==> config.mk <==
export PLATFORM = sky130hd
export DESIGN_NAME = serial_subtractor_ctrl
export DESIGN_NICKNAME = d
export VERILOG_FILES = /design/src/rtl/serial_subtractor_ctrl_pkg.sv /design/src/rtl/serial_subtractor_ctrl_full_subtractor.sv /design/src/rtl/serial_subtractor_ctrl.sv
export SDC_FILE = /design/constraint.sdc
export NUM_CORES = 1
export LEC_CHECK = 0
export CORE_MARGIN = 2
export CORE_UTILIZATION = 47
export CTS_CLUSTER_SIZE = 30
export DETAILED_ROUTE_END_ITERATION = 6
export GPL_TIMING_DRIVEN = 0
export PLACE_DENSITY = 0.78
export SKIP_CTS_REPAIR_TIMING = 1
export SLEW_MARGIN = 40
export SYNTH_ARGS = -nofsm -noshare
export SYNTH_HDL_FRONTEND = slang
export SYNTH_HIERARCHICAL = 1
export SYNTH_SLANG_ARGS = --single-unit
==> constraint.sdc <==
create_clock -name clk -period 1.8 [get_ports clk]
set_input_delay 0.18 -clock clk [delete_from_list [all_inputs] [get_ports clk]]
set_output_delay 0.18 -clock clk [all_outputs]
set_load 0.01 [all_outputs]
==> src/rtl/serial_subtractor_ctrl_pkg.sv <==
// Shared types and constants for the bit-serial subtractor controller.
package sub_pkg;

   typedef enum logic [1:0] {
      IDLE = 2'd0,
      RUN  = 2'd1,
      DONE = 2'd2
   } state_e;

   localparam int SUB_WIDTH_DEF = 8;

endpackage

==> src/rtl/serial_subtractor_ctrl_full_subtractor.sv <==
// One-bit full subtractor: D = A - B - Bin, Bout set when the bit needs a borrow.
module full_subtractor (
   input  logic A,
   input  logic B,
   input  logic Bin,
   output logic D,
   output logic Bout
);

   assign D    = A ^ B ^ Bin;
   assign Bout = (~A & B) | (~(A ^ B) & Bin);

endmodule

==> src/rtl/serial_subtractor_ctrl.sv <==
// Bit-serial WIDTH-bit subtractor: one shared full_subtractor cell, LSB first, start/done handshake.
// Optional SERIAL_SUB_OVF_EN adds a signed-overflow output held alongside diff.
module serial_subtractor_ctrl
   import sub_pkg::*;
#(
   parameter int WIDTH = SUB_WIDTH_DEF
) (
   input  logic             clk,
   input  logic             rst,
   input  logic             start,
   input  logic [WIDTH-1:0] a,
   input  logic [WIDTH-1:0] b,
   output logic             busy,
   output logic             done,
   output logic [WIDTH-1:0] diff,
   output logic             bout
`ifdef SERIAL_SUB_OVF_EN
   ,
   output logic             ovf
`endif
);

   localparam int CNT_W = $clog2(WIDTH);
   localparam logic [CNT_W-1:0] LAST_BIT = CNT_W'(WIDTH - 1);
   localparam logic [CNT_W-1:0] CNT_ONE  = CNT_W'(1);

   state_e state_q, state_d;

   logic [CNT_W-1:0] cnt_q, cnt_d;
   logic             borrow_q, borrow_d;
   logic [WIDTH-1:0] aSh_q, aSh_d;
   logic [WIDTH-1:0] bSh_q, bSh_d;
   logic [WIDTH-1:0] diffSh_q, diffSh_d;
   logic [WIDTH-1:0] diff_q, diff_d;
   logic             bout_q, bout_d;

   logic cellD, cellBout;
   logic lastBit;
   logic accept;

   assign lastBit = (cnt_q == LAST_BIT);
   assign accept  = start && (state_q != RUN);

   full_subtractor uCell (
      .A    (aSh_q[0]),
      .B    (bSh_q[0]),
      .Bin  (borrow_q),
      .D    (cellD),
      .Bout (cellBout)
   );

   always_ff @(posedge clk or posedge rst) begin
      if (rst) begin
         state_q <= IDLE;
      end else begin
         state_q <= state_d;
      end
   end

   always_comb begin
      state_d = state_q;
      case (state_q)
         IDLE:    if (start) state_d = RUN;
         RUN:     if (lastBit) state_d = DONE;
         DONE:    state_d = start ? RUN : IDLE;
         default: state_d = IDLE;
      endcase
   end

   always_comb begin
      busy = (state_q == RUN);
      done = (state_q == DONE);
   end

   // Shift/counter datapath; diff and bout only change on the final bit so they stay stable outside RUN.
   always_comb begin
      cnt_d    = cnt_q;
      borrow_d = borrow_q;
      aSh_d    = aSh_q;
      bSh_d    = bSh_q;
      diffSh_d = diffSh_q;
      diff_d   = diff_q;
      bout_d   = bout_q;
      if (accept) begin
         aSh_d    = a;
         bSh_d    = b;
         borrow_d = 1'b0;
         cnt_d    = '0;
      end else if (state_q == RUN) begin
         diffSh_d = {cellD, diffSh_q[WIDTH-1:1]};
         aSh_d    = aSh_q >> 1;
         bSh_d    = bSh_q >> 1;
         borrow_d = cellBout;
         if (lastBit) begin
            diff_d = {cellD, diffSh_q[WIDTH-1:1]};
            bout_d = cellBout;
         end else begin
            cnt_d = cnt_q + CNT_ONE;
         end
      end
   end

   always_ff @(posedge clk or posedge rst) begin
      if (rst) begin
         cnt_q    <= '0;
         borrow_q <= 1'b0;
         aSh_q    <= '0;
         bSh_q    <= '0;
         diffSh_q <= '0;
         diff_q   <= '0;
         bout_q   <= 1'b0;
      end else begin
         cnt_q    <= cnt_d;
         borrow_q <= borrow_d;
         aSh_q    <= aSh_d;
         bSh_q    <= bSh_d;
         diffSh_q <= diffSh_d;
         diff_q   <= diff_d;
         bout_q   <= bout_d;
      end
   end

   assign diff = diff_q;
   assign bout = bout_q;

`ifdef SERIAL_SUB_OVF_EN
   // Operand signs are captured at start because the shift registers lose them while running.
   logic aMsb_q, aMsb_d;
   logic bMsb_q, bMsb_d;
   logic ovf_q, ovf_d;

   always_comb begin
      aMsb_d = aMsb_q;
      bMsb_d = bMsb_q;
      ovf_d  = ovf_q;
      if (accept) begin
         aMsb_d = a[WIDTH-1];
         bMsb_d = b[WIDTH-1];
      end else if ((state_q == RUN) && lastBit) begin
         ovf_d = (aMsb_q != bMsb_q) && (cellD != aMsb_q);
      end
   end

   always_ff @(posedge clk or posedge rst) begin
      if (rst) begin
         aMsb_q <= 1'b0;
         bMsb_q <= 1'b0;
         ovf_q  <= 1'b0;
      end else begin
         aMsb_q <= aMsb_d;
         bMsb_q <= bMsb_d;
         ovf_q  <= ovf_d;
      end
   end

   assign ovf = ovf_q;
`endif

endmodule
==> results.yml <==
cells_and_area:
  nets: 173
  drive_gt1_share_pct: 39.47
  final_common_cell: "mux2_2"
  layout_common_cells: "mux2_2, dfrtp_1, clkdlybuf4s50_1, clkbuf_8"
  fill_cells: 288
  final_core_util_pct: 60.20
  diodes: 0
  area_growth_pct: 25.27
hold_path:
  hp-class: "primary input to register"
  hold_end: "aSh_q[7]"
  min-delay-start: "start"
  holdPathStages: 3
drt:
  wl_per_cell_microns: 14.45
  vias: 998
  drt_iter0_markers: 10
  ant_nets: 0
  drt_pre_antenna_iters: 3
  drt-total-wl_microns: 2890
  drc: 0
  vias_per_cell: 4.990
global_route:
  grt_pass1_wl_microns: 5133
  grt_max_degree: 39
  grt_remaining_overflow: 0
  gr-max-usage-layer: "met2"
  globalRouteTotalUtil_pct: 16.39
  grtUsageMet3_pct: 3.819
  antenna_found_initial: 0
  grt_use_met1_pct: 18.90
  met2_usage_pct: 28.87
  grt_pass1_vias: 1168
critical_path:
  slowest_delay_ps: 420
  r2r_slack_ps: 140
  critPathKind: "register to register"
  worstRegToRegCells: 5
  critPathLaunchType: "register"
  crit_fanout: 10
  r2r-start: "cnt_q[0]"
  cpMaxStageDelayCell: "dfrtp_1"
  arrival_ps: 1820
  crit_required_ps: 1960
  crit_top_cell: "ha_1"
  critPathBufInv: 1
  crit_path_cell_trace: "ha_1 > ha_1 > nand3b_1 > buf_6 > mux2_2"
  r2r_end: "diff[1]"
  crit_family: "adder cells"
  end_kind: "register"
logic_synthesis:
  synth-warning-count: 6
  synth.net_count: 138
  syn_area_sq_um: 1733
  yosysSeqAreaShare_pct: 54.87
  ys_ff_latch: 38
  synthCells: 116
  synth_area_per_cell_sq_um: 14.94
  synth_cell_types: 19
place:
  port_buffers: 28
  routabilityCongestion: 0.7092
  place_hpwl_microns: 2035
  place_ws_ps: 161.3
timing:
  fin_worst_skew_ps: 6.609
  setup_viol_count_final: 0
  tightest_slew_ps: 634.1
  post-route-period-util_pct: 91.96
  rsz0062_at_grt: "no"
  hold_viol_final: 0
  final.setup.worst_slack_ps: 144.7
  worst_slew_margin_rel_pct: 57.68
  period_needed_ps: 1655
  fmax_ghz: 0.6041
  slew_viol_final: 0
status:
  outcome: "complete, no violations"
power:
  vdd_drop_max_uv: 811.8
  p_leak_uw: 0.0009876
  power_density_nw_per_um2: 1592
floorplanning:
  io_pins: 30
  placementRows: 22
  initial_core_util_pct: 48.06
  die_area_sq_um: 4189
  die_w_microns: 64.72
  die_y_microns: 64.72
  core_sq_um: 3606
clocking:
  clkTransAtPathRegs_ps: 70
  ctsRootBufferMaster: "clkbuf_8"
  cts.sinks: 38
  cts_tree: "yes"
  clk_latency_ps: 280
  clock_path_buffers: 2
  h-tree-depth: 2
  cts_made_buffers: 5
job:
  cap_violations: 0
-- registers in the layout, summed over array words and instances, names as in the netlist --
name      flops
aSh_q         8
bSh_q         8
diff          8
diffSh_q      7
cnt_q         3
state_q       2
borrow_q      1
bout          1
-- routing by layer --
| layer | wire [microns] | part of all wire [%] |
|---|---|---|
| met2 | 1496 | 52 |
| met4 | 38 | 1.3 |
| met1 | 1220 | 42 |
| met5 | 0 | 0 |
| met3 | 134 | 4.6 |
-- stage by stage --
stage                     hold slack [ps]  total power, uW  std cells  setup TNS (ps)  cell area (sq um)
final                               212.4             3456        200               0               2171
after global routing                231.3             3718        200               0               2171
after CTS                           210.3             3509        200          -107.6               2165
after detailed placement            494.4             2907        192               0               2073
after global placement              480.0             2818        192          -21.54               2073
after floorplan                     336.2             2413        116               0               1733
-- worst max path at each step --
stage	start	endpoint	slack [ps]	cells past startpoint
CTS	state_q[1]	busy	-110	3
finish	cnt_q[0]	diff[1]	140	5
global placement	rst	bSh_q[3]	-1	2
detailed placement	cnt_q[0]	diff[1]	160	5
floorplan	cnt_q[0]	bout	290	5
global route	cnt_q[0]	diff[1]	80	5
-- synthesized netlist by cell type --
master | n | share of area [%]
inv_1 | 6 | 1.3
nor4bb_1 | 1 | 0.58
a311o_1 | 1 | 0.58
mux2i_1 | 5 | 2.9
xor2_1 | 1 | 0.51
nand3b_1 | 1 | 0.43
buf_6 | 5 | 3.2
o22ai_1 | 1 | 0.36
inv_2 | 1 | 0.22
nor2b_1 | 2 | 0.72
and4b_1 | 1 | 0.58
mux2_2 | 44 | 29
mux2_4 | 1 | 0.87
fa_1 | 1 | 1.2
nand2b_1 | 2 | 0.72
ha_1 | 2 | 1.4
dfrtp_1 | 38 | 55
nor2_1 | 2 | 0.43
nand2b_2 | 1 | 0.51
-- power breakdown --
part / switching (uW) / internal (uW) / total (uW)
sequential: 231 / 1250 / 1480
combinational: 515 / 874 / 1390
clock: 277 / 309 / 586
total: 1020 / 2430 / 3460
-- worst register-to-register path, cell delays in order (launching register included) --
cell and delay [ps]:
dfrtp_1 420, ha_1 210, ha_1 270, nand3b_1 130, buf_6 160, mux2_2 350
-- final cells by class --
class,instances,area (sq um),area share [%]
inverters,7,30.03,1.383
repair buffers,28,282.8,13.03
flip-flops and latches,38,950.9,43.80
multi-input cells,66,699.4,32.22
well taps,48,60.06,2.767
clock inverters,1,5.005,0.2305
plain buffers,5,56.30,2.594
clock buffers,7,86.33,3.977
-- cell families (layout without fill, tap and decap cells) --
group / Yosys count / count (layout) / synth area share (%)
xor gates and xnor gates: 1 / 1 / 0.5055
AOI/OAI and AO/OA: 2 / 2 / 0.9389
adders and majority gates: 3 / 3 / 2.599
muxes: 50 / 50 / 32.35
and+or+nand+nor: 10 / 10 / 3.971
DFF: 38 / 38 / 54.87
buffers and inverters: 12 / 48 / 4.765
Note: power is estimated with default switching activity, not from simulation.
